`src/rtl/uart_rx_if.sv`:
```
// uart_rx_if: serial line, enable and received-byte strobes of the UART receiver
interface uart_rx_if #(parameter int PAYLOAD_BITS = 8);
  logic uart_rxd;
  logic uart_rx_en;
  logic [PAYLOAD_BITS-1:0] uart_rx_data;
  logic uart_rx_valid;
  logic uart_rx_error;
  logic uart_rx_break;
  logic uart_rx_busy;
  modport master (
    output uart_rxd, uart_rx_en,
    input  uart_rx_data, uart_rx_valid, uart_rx_error, uart_rx_break, uart_rx_busy
  );
  modport slave (
    input  uart_rxd, uart_rx_en,
    output uart_rx_data, uart_rx_valid, uart_rx_error, uart_rx_break, uart_rx_busy
  );
endinterface

```
`src/rtl/uart_rx.sv`:
```
// uart_rx: oversampling UART receiver with framing-error and line-break strobes
module uart_rx #(
  parameter int CLK_HZ       = 50_000_000,
  parameter int BIT_RATE     = 9600,
  parameter int PAYLOAD_BITS = 8,
  parameter int STOP_BITS    = 1
) (
  input logic clk,
  input logic reset,
  uart_rx_if.slave rx
);
  localparam int CPB = CLK_HZ / BIT_RATE;
  localparam int CW = $clog2(CPB);
  localparam logic [CW-1:0] HALF = CW'(CPB / 2);
  localparam logic [CW-1:0] LAST = CW'(CPB - 1);
  localparam logic [3:0] PB_LAST = 4'(PAYLOAD_BITS - 1);
  localparam logic [3:0] SB_LAST = 4'(STOP_BITS - 1);
  typedef enum logic [2:0] {IDLE, START, DATA, STOP, HOLD} state_t;
  state_t state, state_n;
  logic rx_meta, rxs;
  logic [CW-1:0] cnt, cnt_n;
  logic [3:0] bits, bits_n;
  logic [PAYLOAD_BITS-1:0] sreg, sreg_n, data_n;
  logic bad, bad_n, valid_n, error_n, brk_n, tick;
  assign tick = cnt == LAST;
  assign rx.uart_rx_busy = state != IDLE;
  always_ff @(posedge clk) begin
    if (reset) begin
      rx_meta          <= 1'b1;
      rxs              <= 1'b1;
      state            <= IDLE;
      cnt              <= '0;
      bits             <= '0;
      sreg             <= '1;
      bad              <= 1'b0;
      rx.uart_rx_data  <= '0;
      rx.uart_rx_valid <= 1'b0;
      rx.uart_rx_error <= 1'b0;
      rx.uart_rx_break <= 1'b0;
    end else begin
      rx_meta          <= rx.uart_rxd;
      rxs              <= rx_meta;
      state            <= state_n;
      cnt              <= cnt_n;
      bits             <= bits_n;
      sreg             <= sreg_n;
      bad              <= bad_n;
      rx.uart_rx_data  <= data_n;
      rx.uart_rx_valid <= valid_n;
      rx.uart_rx_error <= error_n;
      rx.uart_rx_break <= brk_n;
    end
  end
  always_comb begin
    state_n = state;
    cnt_n   = tick ? '0 : cnt + 1'b1;
    bits_n  = bits;
    sreg_n  = sreg;
    bad_n   = bad;
    data_n  = rx.uart_rx_data;
    valid_n = 1'b0;
    error_n = 1'b0;
    brk_n   = 1'b0;
    if (!rx.uart_rx_en) begin
      state_n = IDLE;
      cnt_n   = '0;
      bits_n  = '0;
    end else begin
      case (state)
        IDLE: begin
          cnt_n   = '0;
          bits_n  = '0;
          bad_n   = 1'b0;
          state_n = rxs ? IDLE : START;
        end
        START: if (cnt == HALF) begin
          cnt_n   = '0;
          state_n = rxs ? IDLE : DATA;
        end
        DATA: if (tick) begin
          sreg_n  = (sreg >> 1) | (PAYLOAD_BITS'(rxs) << (PAYLOAD_BITS - 1));
          bits_n  = bits == PB_LAST ? '0 : bits + 1'b1;
          state_n = bits == PB_LAST ? STOP : DATA;
        end
        STOP: if (tick) begin
          bad_n  = bad | ~rxs;
          bits_n = bits + 1'b1;
          if (bits == SB_LAST) begin
            bits_n  = '0;
            valid_n = ~bad_n;
            error_n = bad_n;
            brk_n   = bad_n && sreg == '0;
            data_n  = bad_n ? rx.uart_rx_data : sreg;
            // a low line after a bad stop bit is a break: wait for it to rise before rearming
            state_n = bad_n ? HOLD : IDLE;
          end
        end
        HOLD: state_n = rxs ? IDLE : HOLD;
        default: state_n = IDLE;
      endcase
    end
  end
endmodule

```
`src/flat_wrapper.sv`:
```
// flat-port wrapper written by rule: the top's interface ports become plain ports
module uart_rx_flat 
#(
  parameter int CLK_HZ       = 50_000_000,
  parameter int BIT_RATE     = 9600,
  parameter int PAYLOAD_BITS = 8,
  parameter int STOP_BITS    = 1
)
  (clk, reset, rx_uart_rxd, rx_uart_rx_en, rx_uart_rx_data, rx_uart_rx_valid, rx_uart_rx_error, rx_uart_rx_break, rx_uart_rx_busy);
  uart_rx_if #(.PAYLOAD_BITS(PAYLOAD_BITS)) rx_i ();
  input logic clk;
  input logic reset;
  input wire logic [$bits(rx_i.uart_rxd)-1:0] rx_uart_rxd;
  input wire logic [$bits(rx_i.uart_rx_en)-1:0] rx_uart_rx_en;
  output wire logic [$bits(rx_i.uart_rx_data)-1:0] rx_uart_rx_data;
  output wire logic [$bits(rx_i.uart_rx_valid)-1:0] rx_uart_rx_valid;
  output wire logic [$bits(rx_i.uart_rx_error)-1:0] rx_uart_rx_error;
  output wire logic [$bits(rx_i.uart_rx_break)-1:0] rx_uart_rx_break;
  output wire logic [$bits(rx_i.uart_rx_busy)-1:0] rx_uart_rx_busy;
  assign rx_i.uart_rxd = rx_uart_rxd;
  assign rx_i.uart_rx_en = rx_uart_rx_en;
  assign rx_uart_rx_data = rx_i.uart_rx_data;
  assign rx_uart_rx_valid = rx_i.uart_rx_valid;
  assign rx_uart_rx_error = rx_i.uart_rx_error;
  assign rx_uart_rx_break = rx_i.uart_rx_break;
  assign rx_uart_rx_busy = rx_i.uart_rx_busy;
  uart_rx #(.CLK_HZ(CLK_HZ), .BIT_RATE(BIT_RATE), .PAYLOAD_BITS(PAYLOAD_BITS), .STOP_BITS(STOP_BITS)) u_core (.clk(clk), .reset(reset), .rx(rx_i));
endmodule
```
`config.mk`:
```
export PLATFORM = sky130hd
export DESIGN_NAME = uart_rx_flat
export DESIGN_NICKNAME = d
export VERILOG_FILES = /design/src/rtl/uart_rx_if.sv /design/src/rtl/uart_rx.sv /design/src/flat_wrapper.sv
export SDC_FILE = /design/constraint.sdc
export NUM_CORES = 1
export LEC_CHECK = 0
export BUFFER_PORTS_ARGS = -buffer_cell sky130_fd_sc_hd__buf_2
export CAP_MARGIN = 20
export CORE_MARGIN = 1
export CORE_UTILIZATION = 40
export DETAILED_ROUTE_END_ITERATION = 8
export PLACE_DENSITY_LB_ADDON = 0.1
export SLEW_MARGIN = 15
export SYNTH_ARGS = -nofsm -noshare
export SYNTH_HDL_FRONTEND = slang
export SYNTH_SLANG_ARGS = --single-unit
```
`constraint.sdc`:
```
create_clock -name clk -period 2.25 [get_ports clk]
set_clock_uncertainty 0.05 [all_clocks]
set_input_delay 0.3375 -clock clk [delete_from_list [all_inputs] [get_ports clk]]
set_output_delay 0.3375 -clock clk [all_outputs]
set_load 0.01 [all_outputs]
```
After elaboration in Yosys (flattened, before gate mapping)
Cells that the tools add are included.
{ "totals": {"ff_bits": 42, "input_bits": 4, "output_inout_bits": 12} }
{ "op_classes": {"add_sub_neg": 2, "eq_ne": 11, "muxes": 20, "bitwise": 8, "reduce_logical": 14} }
{ "op_table": {"columns": ["operator", "n"], "rows": [
  ["13-bit two-way mux", 2],
  ["13-bit one-hot mux with 2 select lines", 1],
  ["3-bit two-way mux", 6],
  ["4-bit two-way mux", 4],
  ["3-bit one-hot mux with 5 select lines", 1],
  ["13-bit by 1-bit adder with 13-bit output, second input constant", 1],
  ["13-bit by 12-bit == test with 1-bit output, second input constant", 1],
  ["13-bit == test, second input constant", 1],
  ["4-bit one-hot mux with 3 select lines", 1],
  ["3-bit AND reduction", 3],
  ["8-bit logical NOT", 1],
  ["2-bit by 1-bit inequality test with 1-bit output, second input constant", 4],
  ["7-bit by 8-bit bitwise OR with 8-bit output", 1],
  ["3-bit by 2-bit == test with 1-bit output, second input constant", 2],
  ["1-bit inverter", 6],
  ["3-bit nonzero test", 2],
  ["5-bit AND reduction", 1],
  ["5-bit OR reduction", 1],
  ["4-bit by 1-bit adder with 4-bit output, second input constant", 1],
  ["4-bit by 3-bit == test with 1-bit output, second input constant", 1],
  ["4-bit logical NOT", 1],
  ["4-bit AND reduction", 1],
  ["3-bit by 1-bit == test with 1-bit output, second input constant", 1],
  ["3-bit == test, second input constant", 1],
  ["other kinds (8)", 10]
]} }

Logic depth before layout (Yosys ltp)
Gate-level depths: netlist (run 1).
{ "depth": {"word_depth": 6, "depth_mapped": 7, "mapped_depth_nobuf": 6} }

Worst setup path before layout (run 1)
No wires, ideal clock.
{ "synth_path": {"path_kind": "reg-to-reg", "startpoint": "register u_core.cnt[0]", "endpoint": "register u_core.state[0]", "setup_time_ns": 0.119, "arrival_ns": 1.513, "required_ns": 2.081, "slack_ns": 0.569, "stages_incl_launch_ff": 7, "period_less_slack_ns": 1.681, "path_cell_list": "dfxtp_1 > ha_1 > and2_1 > buf_2 > nand4_4 > o32a_1 > o221a_1"} }
{ "synth_between": {"elab_chain_len": 3} }
{ "synth_lines": {"columns": ["item", "line_no", "source"], "rows": [
  ["start, declared", "uart_rx.sv:21", "logic [CW-1:0] cnt, cnt_n;"],
  ["start signal, assigned", "uart_rx.sv:44", "cnt <= cnt_n;"],
  ["13-bit by 12-bit == test with 1-bit output or 13-bit == test (tied branches)", "uart_rx.sv:76, uart_rx.sv:25", null],
  ["2-bit by 1-bit inequality test with 1-bit output (no line)", null, null],
  ["4-bit AND reduction (no line) (*)", null, null],
  ["end signal, assigned", "uart_rx.sv:43", "state <= state_n;"],
  ["end, declared", "uart_rx.sv:19", "state_t state, state_n;"]
]} }
Mark *: on every way between the ends. The rest lies on a longest branch, timed or not.
A chain may end at the register's enable or synchronous reset.

Worst setup path after layout (run 1)
{ "layout_path": {"startpoint": "register u_core.state[2]", "endpoint": "output port rx_uart_rx_busy"} }
{ "layout_between": {"elab_chain_len": 1} }
{ "layout_lines": {"columns": ["item", "line_no", "source"], "rows": [
  ["3-bit nonzero test", "uart_rx.sv:26", "assign rx.uart_rx_busy = state != IDLE;"],
  ["end, declared", "flat_wrapper.sv:19", "output wire logic [$bits(rx_i.uart_rx_busy)-1:0] rx_uart_rx_busy;"]
]} }
Every way passes these cells.

==> results of run 1 <==
## worst paths after layout
check	from	endpoint	slack [ps]
setup / recovery	u_core.state[2]	rx_uart_rx_busy	210
hold / removal	rx_uart_rxd	u_core.rx_meta	170
setup reg to reg	u_core.cnt[0]	u_core.cnt[3]	430
hold reg to reg	u_core.rx_meta	u_core.rxs	370
## final cells by class
type / count / area [um^2] / share of cell area
Inverter: 10 / 37.54 / 0.01622
Tap cell: 67 / 83.83 / 0.03624
Multi-Input combinational cell: 177 / 1136 / 0.4911
Clock inverter: 2 / 12.51 / 0.005408
Clock buffer: 6 / 82.58 / 0.03569
Timing Repair Buffer: 21 / 120.1 / 0.05192
Sequential cell: 42 / 840.8 / 0.3634
## sequential cells by signal, indices dropped and copies added (netlist names)
register / flops
u_core.cnt: 13
u_core.rx.uart_rx_data: 8
u_core.sreg: 8
u_core.bits: 4
u_core.state: 3
u_core.bad: 1
u_core.rx.uart_rx_break: 1
u_core.rx.uart_rx_error: 1
u_core.rx.uart_rx_valid: 1
u_core.rx_meta: 1
u_core.rxs: 1
## report_power, final
| group | total [mW] | switching [mW] | internal (mW) | leakage (nW) |
|---|---|---|---|---|
| Clock | 0.503 | 0.257 | 0.247 | 0.0472 |
| Combinational | 0.0372 | 0.0239 | 0.0133 | 0.374 |
| Sequential | 0.748 | 0.00331 | 0.745 | 0.339 |
| Total | 1.29 | 0.284 | 1.00 | 0.760 |
## cell families (layout without fill, tap and decap cells)
| family | after synthesis | after routing | synth area share |
|---|---|---|---|
| buffers and inverters | 24 | 39 | 0.05558 |
| and+or+nand+nor | 115 | 115 | 0.3455 |
| DFF | 42 | 42 | 0.4017 |
| AOI/OAI and AO/OA | 48 | 48 | 0.1315 |
| xor gates and xnor gates | 10 | 10 | 0.04184 |
| adders and majority gates | 4 | 4 | 0.02391 |
## synth_stat cells (2+ instances only)
library cell / n
a21oi_1: 17
and3_1: 2
and4b_1: 2
buf_2: 2
buf_4: 2
buf_6: 2
clkbuf_1: 7
dfxtp_1: 42
ha_1: 4
inv_1: 9
nand2_1: 10
nand2b_1: 2
nand3_1: 32
nand4_1: 5
nand4b_1: 3
nor2_1: 19
nor2b_1: 4
nor3_1: 5
nor3b_2: 2
nor4_1: 4
nor4b_1: 2
nor4bb_1: 3
o21ai_0: 21
o22ai_1: 2
or2_2: 4
or3_1: 3
or3b_2: 2
xnor2_1: 7
xor2_1: 3
## critical path: stages, from the launching register on
cell and delay [ps]:
dfxtp_1 430, or2_2 380, nor2_1 240, inv_1 140, buf_2 160
## metal layers
layer	share of wire	wire length, um	vias up
met2	0.50	2195	30
met5	0	0	-
met4	0.012	51	0
met3	0.034	150	4
li1	-	-	902
met1	0.46	2024	794
==> impl_metrics.toml, run 1 <==
[cells_and_area]
diodes = 0
fillers = 528
stdcell_count = 325
final_cell_mix = "dfxtp_1 (42), nand3_1 (32), o21ai_0 (21), nor2_1 (19), a21oi_1 (17)"
drive_gt1_frac = 0.1822
nNetsFinal = 265
final_area_mm2 = 0.002313
fin_util = 0.4741
final_common_cell = "dfxtp_1"
area_delta_synth_final_pct = 10.52

[worst_setup_path]
path_class = "flip-flop to output port"
r2r_cells = 5
worstPathArrival_ps = 1650
end_kind = "output port"
crit_path_start_kind = "flip-flop"
path_max_fanout = 12
required_ps = 1860

[drt]
drt_iter0_drc = 78
routed_via_density = 5.323
antenna_left = 0
dr.pass1.iters = 4
routedWlPerCell_um = 13.61
drc = 0
route.final.wire_length_um = 4422
vias = 1730

[placed_design]
placed_cells = 317
portBuffers = 15
gp_congestion = 0.7328
pre_cts_ws_ps = 389.8
post_dp_cell_area_mm2 = 0.002218
hpwl_um = 3136

[cts]
cts_root_buffer = "clkbuf_8"
clock_sinks = 42
cts_inserted_buffers = 5
clk_pin_slew_ps = 80
clock_path_buffers = 2
post_cts_buffers = 0
cts_hold_buf = 0
cts_tree = "done"
insertion_delay_ps = 290
post_cts_resized = 0
ctsHtreeMaxLevel = 2

[timing]
final.min_clock_period_ps = 2042
slew-limit-headroom = 0.6508
tightestPinTransition_ps = 516.7
rsz0062_at_grt = "false"
fin_tns_setup_ps = 0
slew_violations = 0
final-hold-violation-count = 0
whs_ps = 168.7
timing.final.ws_setup_ps = 208.3
setup_viol = 0
post-route-period-util = 0.9074
fmax_mhz = 489.8

[logic_synthesis]
ys_warn_count = 0
syn_nets = 251
synth_edf_count = 0
yosysSeqAreaShare = 0.4017
yosys-top-cells-area = "dfxtp_1 (40%), nand3_1 (7.7%), o21ai_0 (5.0%), a21oi_1 (4.1%), nor2_1 (3.4%)"
async_flop_share = 0
synth.largest_area_cell = "dfxtp_1"
synth_top_area_share = 0.4017
ys_ff_latch = 42
netlist_instances = 243
synth.avg_cell_area_um2 = 8.614
synth_area_mm2 = 0.002093
yosysUniqueCellTypes = 50
synth_ff_type = "dfxtp_1"

[job]
maxCapViolations = 0

[grt]
use_met2 = 0.3212
grt.overflow.total = 0
grt_max_degree = 19
grt-busiest-layer = "met2"
antenna_found_initial = 0
grt_pass1_vias = 1629
grt_pass1_wl_um = 7555
met1_usage = 0.2124
met3_usage = 0.03794
grt_use_total = 0.1814

[floorplan]
io_pins = 16
core_area_mm2 = 0.004880
rows = 25
initial_core_util = 0.4290
die_width_um = 74.34
fp.dieH_um = 74.34
die-area_mm2 = 0.005526

[worst_hold_path]
hp-class = "primary input to flip-flop"
min_path_cells = 2

[pwr]
leakage_nw = 0.7603
ir_drop_uv = 341.2
power_density_mw_per_mm2 = 556.9
totalPowerFinal_mw = 1.288

[run_status]
outcome = "finished, final reports clean"
Power figures use the tool's default switching activity.
==> run 2: changes to the inputs <==
- ABC_CLOCK_PERIOD_IN_PS: unset -> 2250
- CORE_MARGIN: 1 -> 1.5
==> impl_metrics.toml, run 2 (synthesis gave the netlist of run 1 again) <==
[run_status]
outcome = "finished, final reports clean"

[timing]
final.min_clock_period_ps = 2018
setup_viol = 0
post-route-period-util = 0.8968
fin_tns_setup_ps = 0
rsz0062_at_grt = "false"
tightestPinTransition_ps = 544.9
final-hold-violation-count = 0
fmax_mhz = 495.6
slew_violations = 0
slew-limit-headroom = 0.6360

[pwr]
ir_drop_uv = 278.2
switchingPower_mw = 0.2928
pwr-share-clk = 0.394
leakage_nw = 0.7542
power_density_mw_per_mm2 = 562.3
pwr-share-seq = 0.576
pwr-share-comb = 0.030
p_sw_frac = 0.2254
p_int_mw = 1.006

[floorplan]
fp.dieH_um = 75.34
die-area_mm2 = 0.005676
io_pins = 16
die_width_um = 75.34
core_area_mm2 = 0.005075
initial_core_util = 0.4125
rows = 26

[job]
maxCapViolations = 0

[grt]
grt_pass1_vias = 1557
grt_max_degree = 17
grt_pass1_wl_um = 7527
antenna_found_initial = 0
grt_use_total = 0.1749
grt.overflow.total = 0

[worst_setup_path]
path_max_fanout = 14
worst-path-buf-inv = 2
cp_slowest_stage_delay_ps = 450
worstReg2RegEnd = "u_core.cnt[11]"
end_kind = "output port"
required_ps = 1860
regToRegSetupSlack_ps = 240
cp_top_family = "simple AND/OR/NAND/NOR gates"
cp_slowest_cell = "dfxtp_1"
crit_path_start_kind = "flip-flop"
r2r_cells = 5
worstPathArrival_ps = 1630
path_class = "flip-flop to output port"
crit_chain = "or2_2, nor2_1, inv_1, buf_2"
r2r-start = "u_core.cnt[0]"

[cells_and_area]
top_register = "u_core.cnt"
drive_gt1_frac = 0.1790
final_cell_mix = "dfxtp_1 (42), nand3_1 (32), o21ai_0 (21), nor2_1 (19), a21oi_1 (17)"
area_delta_synth_final_pct = 10.34
nNetsFinal = 264
largest_reg_flops = 13
fillers = 528
diodes = 0
fin_util = 0.4551
reg_top3 = "u_core.cnt (13), u_core.rx.uart_rx_data (8), u_core.sreg (8)"
final_common_cell = "dfxtp_1"
seqCellArea_um2 = 840.8
multiInputGateArea_mm2 = 0.001136

[worst_hold_path]
hp-class = "primary input to flip-flop"
min_path_cells = 2
hp-start = "rx_uart_rxd"
hold_end = "u_core.rx_meta"

[placed_design]
hpwl_um = 3239
portBuffers = 15
gp_congestion = 0.8124

[cts]
clock_sinks = 42
cts_inserted_buffers = 5
insertion_delay_ps = 290
cts_root_buffer = "clkbuf_8"
ctsHtreeMaxLevel = 2
clock_path_buffers = 2
cts_tree = "done"
cts_hold_buf = 0
post_cts_resized = 0
clk_pin_slew_ps = 80
post_cts_buffers = 0

[drt]
route.final.wire_length_um = 4558
drc = 0
vias = 1746
antenna_left = 0
routed_via_density = 5.339
dr.pass1.iters = 4
drt_iter0_drc = 76
routedWlPerCell_um = 13.94
## run 2: cell types whose count changed in the layout (fill, tap and decap cells not counted)
cell   before  now
buf_4       6    5
## run 2: cell type report
class	instances	share of cell area
multi-input combinational	177	0.4919
sequential	42	0.3640
timing repair buffer	20	0.04875
tap	70	0.03792
clock buffer	6	0.03575
inverter	10	0.01625
clock inverter	2	0.005417
## run 2: layer usage
metal | vias up | global-route usage | part of all wire | wire, um
li1 | 906 | - | - | -
met1 | 812 | 0.2398 | 0.48 | 2171
met2 | 23 | 0.2778 | 0.48 | 2208
met3 | 5 | 0.03571 | 0.025 | 116
met4 | 0 | 0.05357 | 0.014 | 62
met5 | - | 0 | 0 | 0
## run 2: how the worst max path moves through the flow
stage               slack [ps]              end  cells after the start       startpoint
floorplan                  570  u_core.state[0]                      6    u_core.cnt[0]
global placement           260    u_core.cnt[3]                      5    u_core.cnt[0]
detailed placement         220   u_core.cnt[11]                      5    u_core.cnt[0]
CTS                        200   u_core.cnt[11]                      5    u_core.cnt[0]
global route                10    u_core.cnt[5]                      5    u_core.cnt[0]
finish                     230  rx_uart_rx_busy                      4  u_core.state[1]
## run 2: worst register-to-register path, cell delays in order (launching register included)
cell and delay (ps):
dfxtp_1 400, ha_1 220, and2_1 330, and4_4 380
a211o_1 410, nor2_1 100
## run 2: through the flow
step | cell area (um^2) | power, mW | hold WS (ps) | instances | worst slack (ps)
finish | 2310 | 1.299 | 177.8 | 327 | 232.2
global route | 2310 | 1.358 | 171.9 | 327 | 11.83
CTS | 2310 | 1.315 | 171.9 | 327 | 203.2
detailed placement | 2215 | 0.8055 | 354.3 | 319 | 219.9
global placement | 2215 | 0.8053 | 356.5 | 319 | 255.9
floorplan | 2093 | 0.7901 | 339.5 | 243 | 568.6
## run 2: power groups by stage
stage / Sequential [mW] / Clock [mW] / Combinational (mW)
6_report: 0.748 / 0.511 / 0.0391
5_1_grt: 0.749 / 0.565 / 0.0439
4_1_cts: 0.748 / 0.527 / 0.0395
3_5_place_dp: 0.766 / 0 / 0.0395
3_3_place_gp: 0.766 / 0 / 0.0393
2_1_floorplan: 0.764 / 0 / 0.0264
